[src/rtl/ir_decode_pkg.sv]
// ir_decode_pkg: default sizes, opcode encodings and decode helpers for the decode stage
package ir_decode_pkg;
  localparam int WORD_SIZE_D = 16;
  localparam int REG_ADDR_SIZE_D = 3;
  localparam int OPCODE_SIZE_D = 5;
  localparam int ALU_OP_SIZE_D = 3;
  typedef enum logic [OPCODE_SIZE_D-1:0] {
    OP_BL      = 5'b10100,
    OP_STORE_R = 5'b11001,
    OP_STORE   = 5'b11101,
    OP_BR      = 5'b11111
  } opcode_e;
  function automatic logic writes_reg_f(logic [OPCODE_SIZE_D-1:0] op);
    return !(op inside {OP_BR, OP_STORE, OP_STORE_R});
  endfunction
endpackage

[src/rtl/ir_decode_if.sv]
// ir_decode_if: fetch-side, execute-side and writeback signals of the decode stage
interface ir_decode_if #(
  parameter int WORD_SIZE = ir_decode_pkg::WORD_SIZE_D,
  parameter int REG_ADDR_SIZE = ir_decode_pkg::REG_ADDR_SIZE_D,
  parameter int OPCODE_SIZE = ir_decode_pkg::OPCODE_SIZE_D,
  parameter int ALU_OP_SIZE = ir_decode_pkg::ALU_OP_SIZE_D
);
  logic in_valid;
  logic in_ready;
  logic [WORD_SIZE-1:0] instruction;
  logic out_valid;
  logic out_ready;
  logic [REG_ADDR_SIZE-1:0] reg_addr1;
  logic [REG_ADDR_SIZE-1:0] reg_addr2;
  logic [REG_ADDR_SIZE-1:0] reg_addr_in;
  logic writes_reg;
  logic [WORD_SIZE-OPCODE_SIZE-1:0] imm1;
  logic [WORD_SIZE-OPCODE_SIZE-REG_ADDR_SIZE-1:0] imm2;
  logic [WORD_SIZE-OPCODE_SIZE-2*REG_ADDR_SIZE-1:0] imm3;
  logic [ALU_OP_SIZE-1:0] alu_op;
  logic [OPCODE_SIZE-1:0] opcode;
  logic wb_valid;
  logic [REG_ADDR_SIZE-1:0] wb_addr;
  logic flush;
  logic stall;
  modport slave (
    input in_valid, instruction, out_ready, wb_valid, wb_addr, flush,
    output in_ready, out_valid, reg_addr1, reg_addr2, reg_addr_in, writes_reg,
    output imm1, imm2, imm3, alu_op, opcode, stall
  );
  modport master (
    output in_valid, instruction, out_ready, wb_valid, wb_addr, flush,
    input in_ready, out_valid, reg_addr1, reg_addr2, reg_addr_in, writes_reg,
    input imm1, imm2, imm3, alu_op, opcode, stall
  );
endinterface

[src/rtl/ir_scoreboard.sv]
// ir_scoreboard: pending-write bits per register with hazard lookup for two sources and a destination
module ir_scoreboard #(
  parameter int REG_ADDR_SIZE = 3
) (
  input  logic clk,
  input  logic reset,
  input  logic set_en,
  input  logic [REG_ADDR_SIZE-1:0] set_addr,
  input  logic clr_en,
  input  logic [REG_ADDR_SIZE-1:0] clr_addr,
  input  logic fl_en,
  input  logic [REG_ADDR_SIZE-1:0] fl_addr,
  input  logic [REG_ADDR_SIZE-1:0] src1,
  input  logic [REG_ADDR_SIZE-1:0] src2,
  input  logic [REG_ADDR_SIZE-1:0] dst,
  input  logic dst_en,
  output logic hazard
);
  localparam int N = 2**REG_ADDR_SIZE;
  logic [N-1:0] pend, clr_mask, fl_mask, set_mask, live;
  always_comb begin
    clr_mask = clr_en ? N'(1) << clr_addr : '0;
    fl_mask = fl_en ? N'(1) << fl_addr : '0;
    set_mask = set_en ? N'(1) << set_addr : '0;
    // writeback retiring this cycle already unblocks this cycle's lookup
    live = pend & ~clr_mask;
    hazard = live[src1] | live[src2] | (dst_en & live[dst]);
  end
  always_ff @(posedge clk)
    pend <= reset ? '0 : (pend & ~clr_mask & ~fl_mask) | set_mask;
endmodule

[src/rtl/ir_decode_stage.sv]
// ir_decode_stage: registers and splits one instruction per cycle, stalling on in-flight register writes
module ir_decode_stage import ir_decode_pkg::*; #(
  parameter int WORD_SIZE = WORD_SIZE_D,
  parameter int REG_ADDR_SIZE = REG_ADDR_SIZE_D,
  parameter int OPCODE_SIZE = OPCODE_SIZE_D,
  parameter int ALU_OP_SIZE = ALU_OP_SIZE_D,
  parameter int LR_ADDR = 2**REG_ADDR_SIZE-1
) (
  input logic clk,
  input logic reset,
  ir_decode_if.slave bus
);
  localparam int R = REG_ADDR_SIZE;
  localparam int IMM_MSB = WORD_SIZE-OPCODE_SIZE-1;
  logic [OPCODE_SIZE-1:0] op;
  logic [R-1:0] ra, rb, rc, src1, src2, dst;
  logic wr, sb_hazard, hazard, accept, fl_clr;
  always_comb begin
    op = bus.instruction[WORD_SIZE-1 -: OPCODE_SIZE];
    ra = bus.instruction[R-1:0];
    rb = bus.instruction[2*R-1:R];
    rc = bus.instruction[3*R-1:2*R];
    src1 = (op == OP_BR || op == OP_STORE) ? ra : rb;
    src2 = op == OP_STORE_R ? ra : rc;
    dst = op == OP_BL ? R'(LR_ADDR) : ra;
    wr = writes_reg_f(op);
  end
  assign hazard = bus.in_valid && sb_hazard;
  assign bus.stall = hazard;
  assign bus.in_ready = !reset && !bus.flush && !hazard && (!bus.out_valid || bus.out_ready);
  assign accept = bus.in_valid && bus.in_ready;
  // a flushed bundle never issued, so its destination is no longer in flight
  assign fl_clr = bus.flush && bus.out_valid && bus.writes_reg;
  ir_scoreboard #(.REG_ADDR_SIZE(R)) u_sb (
    .clk(clk),
    .reset(reset),
    .set_en(accept && wr),
    .set_addr(dst),
    .clr_en(bus.wb_valid),
    .clr_addr(bus.wb_addr),
    .fl_en(fl_clr),
    .fl_addr(bus.reg_addr_in),
    .src1(src1),
    .src2(src2),
    .dst(dst),
    .dst_en(wr),
    .hazard(sb_hazard)
  );
  always_ff @(posedge clk)
    if (reset) begin
      bus.out_valid <= 1'b0;
      bus.reg_addr1 <= '0;
      bus.reg_addr2 <= '0;
      bus.reg_addr_in <= '0;
      bus.writes_reg <= 1'b0;
      bus.imm1 <= '0;
      bus.imm2 <= '0;
      bus.imm3 <= '0;
      bus.alu_op <= '0;
      bus.opcode <= '0;
    end else if (accept) begin
      bus.out_valid <= 1'b1;
      bus.reg_addr1 <= src1;
      bus.reg_addr2 <= src2;
      bus.reg_addr_in <= dst;
      bus.writes_reg <= wr;
      bus.imm1 <= bus.instruction[IMM_MSB:0];
      bus.imm2 <= bus.instruction[IMM_MSB:R];
      bus.imm3 <= bus.instruction[IMM_MSB:2*R];
      bus.alu_op <= op[ALU_OP_SIZE-1:0];
      bus.opcode <= op;
    end else if (bus.flush || bus.out_ready) begin
      bus.out_valid <= 1'b0;
    end
endmodule

[src/flat_wrapper.sv]
// flat-port wrapper written by rule: the top's interface ports become plain ports
module ir_decode_stage_flat import ir_decode_pkg::*;
#(
  parameter int WORD_SIZE = WORD_SIZE_D,
  parameter int REG_ADDR_SIZE = REG_ADDR_SIZE_D,
  parameter int OPCODE_SIZE = OPCODE_SIZE_D,
  parameter int ALU_OP_SIZE = ALU_OP_SIZE_D,
  parameter int LR_ADDR = 2**REG_ADDR_SIZE-1
)
  (clk, reset, bus_in_valid, bus_instruction, bus_out_ready, bus_wb_valid, bus_wb_addr, bus_flush, bus_in_ready, bus_out_valid, bus_reg_addr1, bus_reg_addr2, bus_reg_addr_in, bus_writes_reg, bus_imm1, bus_imm2, bus_imm3, bus_alu_op, bus_opcode, bus_stall);
  ir_decode_if #(.WORD_SIZE(WORD_SIZE), .REG_ADDR_SIZE(REG_ADDR_SIZE), .OPCODE_SIZE(OPCODE_SIZE), .ALU_OP_SIZE(ALU_OP_SIZE)) bus_i ();
  input logic clk;
  input logic reset;
  input wire logic [$bits(bus_i.in_valid)-1:0] bus_in_valid;
  input wire logic [$bits(bus_i.instruction)-1:0] bus_instruction;
  input wire logic [$bits(bus_i.out_ready)-1:0] bus_out_ready;
  input wire logic [$bits(bus_i.wb_valid)-1:0] bus_wb_valid;
  input wire logic [$bits(bus_i.wb_addr)-1:0] bus_wb_addr;
  input wire logic [$bits(bus_i.flush)-1:0] bus_flush;
  output wire logic [$bits(bus_i.in_ready)-1:0] bus_in_ready;
  output wire logic [$bits(bus_i.out_valid)-1:0] bus_out_valid;
  output wire logic [$bits(bus_i.reg_addr1)-1:0] bus_reg_addr1;
  output wire logic [$bits(bus_i.reg_addr2)-1:0] bus_reg_addr2;
  output wire logic [$bits(bus_i.reg_addr_in)-1:0] bus_reg_addr_in;
  output wire logic [$bits(bus_i.writes_reg)-1:0] bus_writes_reg;
  output wire logic [$bits(bus_i.imm1)-1:0] bus_imm1;
  output wire logic [$bits(bus_i.imm2)-1:0] bus_imm2;
  output wire logic [$bits(bus_i.imm3)-1:0] bus_imm3;
  output wire logic [$bits(bus_i.alu_op)-1:0] bus_alu_op;
  output wire logic [$bits(bus_i.opcode)-1:0] bus_opcode;
  output wire logic [$bits(bus_i.stall)-1:0] bus_stall;
  assign bus_i.in_valid = bus_in_valid;
  assign bus_i.instruction = bus_instruction;
  assign bus_i.out_ready = bus_out_ready;
  assign bus_i.wb_valid = bus_wb_valid;
  assign bus_i.wb_addr = bus_wb_addr;
  assign bus_i.flush = bus_flush;
  assign bus_in_ready = bus_i.in_ready;
  assign bus_out_valid = bus_i.out_valid;
  assign bus_reg_addr1 = bus_i.reg_addr1;
  assign bus_reg_addr2 = bus_i.reg_addr2;
  assign bus_reg_addr_in = bus_i.reg_addr_in;
  assign bus_writes_reg = bus_i.writes_reg;
  assign bus_imm1 = bus_i.imm1;
  assign bus_imm2 = bus_i.imm2;
  assign bus_imm3 = bus_i.imm3;
  assign bus_alu_op = bus_i.alu_op;
  assign bus_opcode = bus_i.opcode;
  assign bus_stall = bus_i.stall;
  ir_decode_stage #(.WORD_SIZE(WORD_SIZE), .REG_ADDR_SIZE(REG_ADDR_SIZE), .OPCODE_SIZE(OPCODE_SIZE), .ALU_OP_SIZE(ALU_OP_SIZE), .LR_ADDR(LR_ADDR)) u_core (.clk(clk), .reset(reset), .bus(bus_i));
endmodule
[config.mk]
export PLATFORM = sky130hd
export DESIGN_NAME = ir_decode_stage_flat
export DESIGN_NICKNAME = d
export VERILOG_FILES = /design/src/rtl/ir_decode_pkg.sv /design/src/rtl/ir_decode_if.sv /design/src/rtl/ir_scoreboard.sv /design/src/rtl/ir_decode_stage.sv /design/src/flat_wrapper.sv
export SDC_FILE = /design/constraint.sdc
export NUM_CORES = 1
export LEC_CHECK = 0
export CAP_MARGIN = 40
export CORE_AREA = 4 4 82 92
export DETAILED_ROUTE_END_ITERATION = 8
export DIE_AREA = 0 0 86 96
export GPL_ROUTABILITY_DRIVEN = 0
export SKIP_CTS_REPAIR_TIMING = 1
export SYNTH_ARGS = -nofsm -noshare
export SYNTH_HDL_FRONTEND = slang
export SYNTH_SLANG_ARGS = --single-unit
export TNS_END_PERCENT = 30
[constraint.sdc]
create_clock -name clk -period 3.4 [get_ports clk]
set_input_delay 0.68 -clock clk [delete_from_list [all_inputs] [get_ports clk]]
set_output_delay 0.68 -clock clk [all_outputs]
set_load 0.01 [all_outputs]
Word-level counts from Yosys, hierarchy flattened. Cells that the tools add are included.

Bits in registers: 51. Bits of input ports: 25. Output and inout bits: 45. Word-level logic and storage cells: 61.

Order comparisons: 3. Equality and inequality tests: 4. Shifts and indexed selects: 3. Multiplexer cells: 14. Bitwise logic cells: 8. Reductions and logical operators: 18.

Operators with widths (count): 8-bit two-way mux (3); 1-bit by 3-bit << shifter with 8-bit output, first input constant (3); 5-bit equality test, second input constant (4); 8-bit bitwise AND (2); 8-bit NOT (2); 3-bit by 4-bit less-than comparator with 1-bit output, second input constant (3); 1-bit binary-select mux with 3-bit select (3); 3-bit two-way mux (3); 1-bit logical AND (8); 8-bit OR (1); 1-bit zero test (5); 1-bit two-way mux (5); 1-bit logical OR (3); 3-bit nonzero test (1); 1-bit OR (2); 2-bit nonzero test (1); 1-bit bitwise AND (1).

Depth between registers and ports, before layout. Gate-level depths: netlist of run 1.

Depth after elaboration: 16. Depth in mapped cells: 10. Gate-level depth less buffers: 7.

Modules after synthesis. Synthesis of run 1 repeated with hierarchy kept, for this count alone.

Cells, all modules: 273. Area, all modules: 2234.6 µm².

Modules (own cells, without submodules): ir_decode_stage (instances 1, cells an instance 176, area an instance 1441.4 µm², seq. area each 540.5 µm²); ir_scoreboard (instances 1, cells an instance 97, area an instance 793.3 µm², seq. area each 160.2 µm²).

Worst setup path before layout of run 1. No wires, ideal clock.

Path kind: input -> output. Start point: in bus_instruction[11]. End point: out bus_in_ready. Data arrival time: 2.475 ns. Required time: 2.720 ns. Slack: 0.245 ns. Stages: 8. Buffers on the path: 1. Cell sequence: nor4b_1 > and2_1 > buf_2 > a21oi_1 > mux4_2 > a211oi_1 > o31a_1 > nor2b_1.

Word-level cells in the longest chain between the ends: 11. Elaborated cells on any way between the ends: 23. Those cells by class: 4 x eq/ne; 9 x mux; 3 x bitwise; 7 x reduce/logical.

Ends and longest elaborated chain: start: declaration (line flat_wrapper.sv:15) `input wire logic [$bits(bus_i.instruction)-1:0] bus_instruction;`; 5-bit equality test (line ir_decode_pkg.sv:14, ir_decode_stage.sv:23); 1-bit logical OR (line ir_decode_stage.sv:23) `src1 = (op == OP_BR || op == OP_STORE) ? ra : rb;`; 3-bit two-way mux (line ir_decode_stage.sv:23); 1-bit binary-select mux with 3-bit select (line ir_scoreboard.sv:27) `hazard = live[src1] | live[src2] | (dst_en & live[dst]);`; 1-bit two-way mux (not written as such) (line ir_scoreboard.sv:27); 1-bit OR (line ir_scoreboard.sv:27); 1-bit OR (*) (line ir_scoreboard.sv:27); 1-bit logical AND (*) (line ir_decode_stage.sv:28) `assign hazard = bus.in_valid && sb_hazard;`; named net bus_stall (line flat_wrapper.sv:31) `output wire logic [$bits(bus_i.stall)-1:0] bus_stall;`; 1-bit zero test (*) (line ir_decode_stage.sv:30) `assign bus.in_ready = !reset && !bus.flush && !hazard && (!bus.out_valid || bus.out_ready);`; 1-bit logical AND (*) (2 in series) (line ir_decode_stage.sv:30); end: declaration (line flat_wrapper.sv:20) `output wire logic [$bits(bus_i.in_ready)-1:0] bus_in_ready;`.

The timed path passes the listed nets; every way through them passes the cells marked *. The select of a mux whose other input is x is not followed.

Worst setup path in the final report of run 1.
Start point: in bus_instruction[0]. End point: out bus_in_ready.

Word-level cells in the longest chain between the ends: 9. Elaborated cells on any way between the ends: 16. Those cells by class: 9 x mux; 3 x bitwise; 4 x reduce/logical.

Ends and longest elaborated chain (line): 3-bit two-way mux (on tied branches) (ir_decode_stage.sv:23, ir_decode_stage.sv:24, ir_decode_stage.sv:25); 1-bit binary-select mux with 3-bit select (ir_scoreboard.sv:27); 1-bit two-way mux (not written as such) (ir_scoreboard.sv:27); 1-bit OR / 1-bit bitwise AND (equally long branches) (ir_scoreboard.sv:27); 1-bit OR (*) (ir_scoreboard.sv:27); 1-bit logical AND (*) (ir_decode_stage.sv:28); 1-bit zero test (*) (ir_decode_stage.sv:30); 1-bit logical AND (*) (2 in series) (ir_decode_stage.sv:30).

Every way passes the cells marked *; elsewhere a longest branch is shown, timed or not. The select of a mux whose other input is x is not followed.

==> results of run 1 <==
[synthesized netlist by cell type (2+ instances only)]
| cell type | n | area (um2) |
|---|---|---|
| a21oi_1 | 10 | 50.1 |
| a311o_1 | 4 | 40.0 |
| a31oi_1 | 2 | 12.5 |
| buf_2 | 2 | 10.0 |
| buf_4 | 17 | 128 |
| buf_6 | 2 | 22.5 |
| clkbuf_1 | 6 | 22.5 |
| dfxtp_1 | 35 | 701 |
| inv_1 | 5 | 18.8 |
| mux2_2 | 6 | 67.6 |
| mux2_4 | 12 | 180 |
| mux2i_1 | 11 | 110 |
| mux4_2 | 3 | 67.6 |
| nand2_1 | 11 | 41.3 |
| nand2b_1 | 18 | 113 |
| nand3_1 | 6 | 30.0 |
| nand4_1 | 4 | 25.0 |
| nand4b_1 | 2 | 17.5 |
| nor2_1 | 11 | 41.3 |
| nor2b_1 | 20 | 125 |
| nor3_1 | 6 | 30.0 |
| o211ai_1 | 2 | 15.0 |
| o21ai_0 | 5 | 25.0 |
| o31ai_1 | 6 | 45.0 |
| o41ai_2 | 3 | 48.8 |
| or2_2 | 2 | 12.5 |
| or3_1 | 4 | 25.0 |
[how the worst max path moves through the flow]
stage                    to  cells past startpoint
2_1_floorplan  bus_in_ready                      8
5_1_grt        bus_in_ready                     10
6_report       bus_in_ready                      8
3_5_place_dp      bus_stall                      8
3_3_place_gp      bus_stall                      8
4_1_cts           bus_stall                      8
[report_power, final]
group | internal, mW | leakage, nW | switching (mW)
sequential | 0.428 | 0.285 | 0.0131
combinational | 0.150 | 1.17 | 0.109
clock | 0.159 | 0.0470 | 0.155
total | 0.737 | 1.50 | 0.277
[cells by family after synthesis]
kind of cell / Yosys count / synth area share
buf+inv: 33 / 0.0954
flops: 35 / 0.309
simple gates: 96 / 0.253
mux: 32 / 0.188
compound gates: 44 / 0.155
[final cells by class]
class                   instances  area, um2
repair buffers                116       1100
inverters                       5       18.8
well taps                      82        103
clock inverters                 1       5.00
clock buffers                   6       82.6
flip-flops and latches         35        701
fillers                       610       3090
multi-input cells             172       1450
[per-stage QoR]
step / worst slack (ns) / instance area (um2) / hold WS [ns] / setup TNS, ns / cells
2_1_floorplan: 0.245 / 2270 / 0.496 / 0 / 240
3_3_place_gp: -0.673 / 3240 / 0.462 / -10.04 / 410
3_5_place_dp: -0.709 / 3240 / 0.465 / -11.06 / 410
4_1_cts: -0.726 / 3330 / 0.486 / -1.80 / 417
5_1_grt: 0.0141 / 3470 / 0.520 / 0 / 417
6_report: 0.135 / 3470 / 0.482 / 0 / 417
[cells in the final DEF, fill, tap and decap left out, types with 3 or more instances in the layout]
cell type,synthesis,layout
a21oi_1,10,8
a311o_1,4,4
buf_4,17,42
buf_6,2,3
clkbuf_8,0,6
clkdlybuf4s50_1,0,57
dfxtp_1,35,35
dlymetal6s2s_1,0,11
inv_1,5,5
mux2_2,6,5
mux2_4,12,13
mux2i_1,11,11
mux4_2,3,3
nand2_1,11,10
nand2b_1,18,15
nand2b_4,0,3
nand3_1,6,6
nand4_1,4,4
nor2_1,11,11
nor2b_1,20,20
nor3_1,6,5
o21ai_0,5,3
o31ai_1,6,6
o41ai_2,3,4
or3_1,4,4
[per-layer routing]
metal | global-route usage | vias to the layer above
met5 | 0 | -
met3 | 0.0317 | 9
met4 | 0.0554 | 0
li1 | - | 1052
met1 | 0.184 | 1025
met2 | 0.302 | 74
[critical path, cell delays in order]
cell and delay, ns:
clkdlybuf4s50_1 0.54, buf_4 0.21, nand3_1 0.12, a311oi_1 0.37, o311ai_2 0.15, o31a_1 0.28, nor2b_1 0.10, buf_2 0.13
==> impl_metrics.ini, run 1 <==
[timing]
setup_violations = 0
fin_crit_sh = 0.960
slew-limit-headroom = 0.757
slew_violations = 0
rsz0062_at_grt = no
clock_skew_ns = 0.00826
fmax_ghz = 0.306
post-route-min-period_ns = 3.27
hold_violations = 0
worstMarginPinSlew_ns = 0.364

[routing]
finalWirelength_um = 6670
routed-wl-met3_um = 363
num_vias = 2160
dr_wl_met2_um = 3430
drc_errors = 0
drtAntennaViolNets = 0
top_layer = met4
wl_met1_um = 2810
first_iter_violations = 76
routedWlPerCell_um = 16.0
drt_pass1_iterations = 4
viasPerCell = 5.18

[global_routing]
overflow = 0
grt_usage = 0.163
grt_pass1_wl_um = 10600
grt_antenna_before_repair = 0
grt_max_degree = 38
grt_pass1_vias = 2208

[placed_design]
port_buffers = 69
dp_hpwl_um = 4990

[cts]
cts.htree.levels = 2
clkSinkCount = 35
tritoncts = done
cts_root_buf = clkbuf_8
numCtsBuffers = 5
clk_pin_slew_ns = 0.08
clock_latency_ns = 0.29
clk_path_buf_depth = 2

[yosys]
ys_seq_elements = 35
synth_cell_types = 52
async_flop_share = 0
synth_cells = 240
yosysWarnings = 0
synth-main-ff-cell = dfxtp_1
synth_edf_count = 0
syn-num-nets = 265
syn_area_per_cell_um2 = 9.45
netlist_area_um2 = 2270
synth_seq_area_share = 0.309

[setup_path]
worstReg2RegEnd = u_core.bus.reg_addr1[0]
r2r_cells = 8
cp_max_fo = 8
worstPathArrival_ns = 2.59
path_class = input port to output pin
worstSetupStartpoint = bus_instruction[0]
ff2ff_setup_slack_ns = 0.94
crit_path_start_kind = input port
reg2reg_from = u_core.u_sb.pend[2]
end_kind = output pin
crit_required_ns = 2.72

[final_layout]
syn_to_final_growth_pct = 52.8
utilization = 0.529
largest_reg_flops = 8
drive_gt1_frac = 0.301
nets = 360
largest-register = u_core.u_sb.pend
diodes = 0
top_regs = u_core.u_sb.pend: 8 flops, u_core.bus.opcode: 5 flops

[power]
leakage_nw = 1.50
ir_worst_vdd_mv = 0.194
p_per_area_nw_per_um2 = 292
finalPower_mw = 1.01

[floorplanning]
start_util = 0.346
die_x_um = 86
die_h_um = 96
dieArea_um2 = 8260
core_area_um2 = 6560
core.rowCount = 31
io_pins = 70

[min_path]
hold_start = u_core.bus.reg_addr1[2]
holdPathStages = 2
whs_endpoint = u_core.bus.reg_addr1[2]
worstHoldPathType = flop to flop

[run]
cap_violations = 0

[outcome]
outcome = completed
No activity file was read; power rests on OpenSTA's default activity.
==> inputs of run 2 (changes only) <==
--- a/config.mk
+++ b/config.mk
@@ -6,10 +6,11 @@
 export NUM_CORES = 1
 export LEC_CHECK = 0
 export CAP_MARGIN = 40
-export CORE_AREA = 4 4 82 92
+export CORE_AREA = 4 4 72 80
 export DETAILED_ROUTE_END_ITERATION = 8
-export DIE_AREA = 0 0 86 96
+export DIE_AREA = 0 0 76 84
 export GPL_ROUTABILITY_DRIVEN = 0
+export PLACE_DENSITY = 0.79
 export SKIP_CTS_REPAIR_TIMING = 1
 export SYNTH_ARGS = -nofsm -noshare
 export SYNTH_HDL_FRONTEND = slang
==> run 2 against run 1 <==
  * Die area decreased by 23%
  * Worst hold slack worse by 0.0027 ns
  * Clock skew is 0.0018 ns higher
  * Count of clock-buffer cells in the layout unchanged
  * Critical path depth increased by 1
  * Final cell count is 5.3% lower
  * Flip-flop and latch count is the same
  * Non-clock buffer count is 1 higher
  * Global-route usage increased by 3.4 points
  * Via count rose by 1.2%
  * Critical path type unchanged
  * Routed wire length is 0.28% lower
==> impl_metrics.ini, run 2 (synthesis gave the netlist of run 1 again) <==
[outcome]
outcome = completed

[final_layout]
diodes = 0
top_regs = u_core.u_sb.pend: 8 flops, u_core.bus.opcode: 5 flops
layout_commonest_cell = clkdlybuf4s50_1
final_cell_mix = clkdlybuf4s50_1 (57), buf_4 (46), dfxtp_1 (35), nor2b_1 (20), nand2b_1 (16)
largest_reg_flops = 8
nets = 361
utilization = 0.698
syn_to_final_growth_pct = 52.7
drive_gt1_frac = 0.309
largest-register = u_core.u_sb.pend

[setup_path]
crit_required_ns = 2.72
crit_path_start_kind = input port
cp_max_fo = 4
end_kind = output pin
worstPathArrival_ns = 2.66
path_class = input port to output pin

[placed_design]
dp_hpwl_um = 4960
port_buffers = 69
place_ws_ns = -0.723

[global_routing]
grt_max_degree = 38
grt_pass1_wl_um = 10300
grt_pass1_vias = 2224
grt_usage = 0.197
overflow = 0
grt_antenna_before_repair = 0

[timing]
finalWorstSetupSlack_ns = 0.0566
slew-limit-headroom = 0.771
fin_crit_sh = 0.983
fmax_ghz = 0.299
hold_violations = 0
worstMarginPinSlew_ns = 0.343
slew_violations = 0
clock_skew_ns = 0.0100
setup_violations = 0
post-route-min-period_ns = 3.34
holdWs_ns = 0.479
setup_tns_ns = 0

[routing]
first_iter_violations = 130
viasPerCell = 5.53
finalWirelength_um = 6660
drt_pass1_iterations = 4
drtAntennaViolNets = 0
drc_errors = 0
num_vias = 2185
routedWlPerCell_um = 16.8

[cts]
numCtsBuffers = 5
clock_latency_ns = 0.30
cts_root_buf = clkbuf_8
clk_pin_slew_ns = 0.07
cts.htree.levels = 2
tritoncts = done
clkSinkCount = 35
clk_path_buf_depth = 2

[floorplanning]
start_util = 0.457
die_h_um = 84
dieArea_um2 = 6380
core_area_um2 = 4970
io_pins = 70
die_x_um = 76
core.rowCount = 27

[power]
finalPower_mw = 1.14
ir_worst_vdd_mv = 0.181
leakage_nw = 1.51
p_per_area_nw_per_um2 = 330

[run]
cap_violations = 0

[min_path]
worstHoldPathType = flop to flop
## run 2: critical path, cell delays in order
cell	delay, ns
clkdlybuf4s50_1	0.61
nand2b_1	0.15
o21ai_0	0.08
a32o_2	0.29
o32ai_2	0.13
o311ai_2	0.17
o31a_1	0.32
nor2b_1	0.10
buf_2	0.13
## run 2: area by class of cell
| cell class | instances | area (um2) |
|---|---|---|
| Clock buffer | 6 | 72.6 |
| Clock inverter | 2 | 60.1 |
| Fill cell | 366 | 1500 |
| Inverter | 5 | 18.8 |
| Multi-Input combinational cell | 172 | 1450 |
| Sequential cell | 35 | 701 |
| Tap cell | 58 | 72.6 |
| Timing Repair Buffer | 117 | 1090 |
## run 2: worst paths after layout
check	start	endpoint	slack, ns	depth (start not counted)
setup / recovery	bus_instruction[6]	bus_in_ready	0.06	9
hold / removal	u_core.bus.reg_addr2[0]	u_core.bus.reg_addr2[0]	0.48	2
setup reg to reg	u_core.u_sb.pend[2]	u_core.bus.opcode[2]	0.87	8
hold reg to reg	u_core.bus.reg_addr2[0]	u_core.bus.reg_addr2[0]	0.48	2
## run 2: power by group
group / switching, mW / internal, mW
clock: 0.152 / 0.293
sequential: 0.0136 / 0.428
combinational: 0.109 / 0.147
total: 0.274 / 0.868
## run 2: metal layers
metal / global-route usage / routed length [um]
met2: 0.352 / 3430
met5: 0 / 0
met3: 0.0378 / 394
met4: 0.0841 / 167
met1: 0.224 / 2660
## run 2: through the flow
| stage | cell area, um2 | std cells |
|---|---|---|
| after CTS | 3330 | 394 |
| after floorplan | 2270 | 240 |
| final | 3460 | 395 |
| after detailed placement | 3200 | 386 |
| after global routing | 3460 | 395 |
| after global placement | 3200 | 386 |
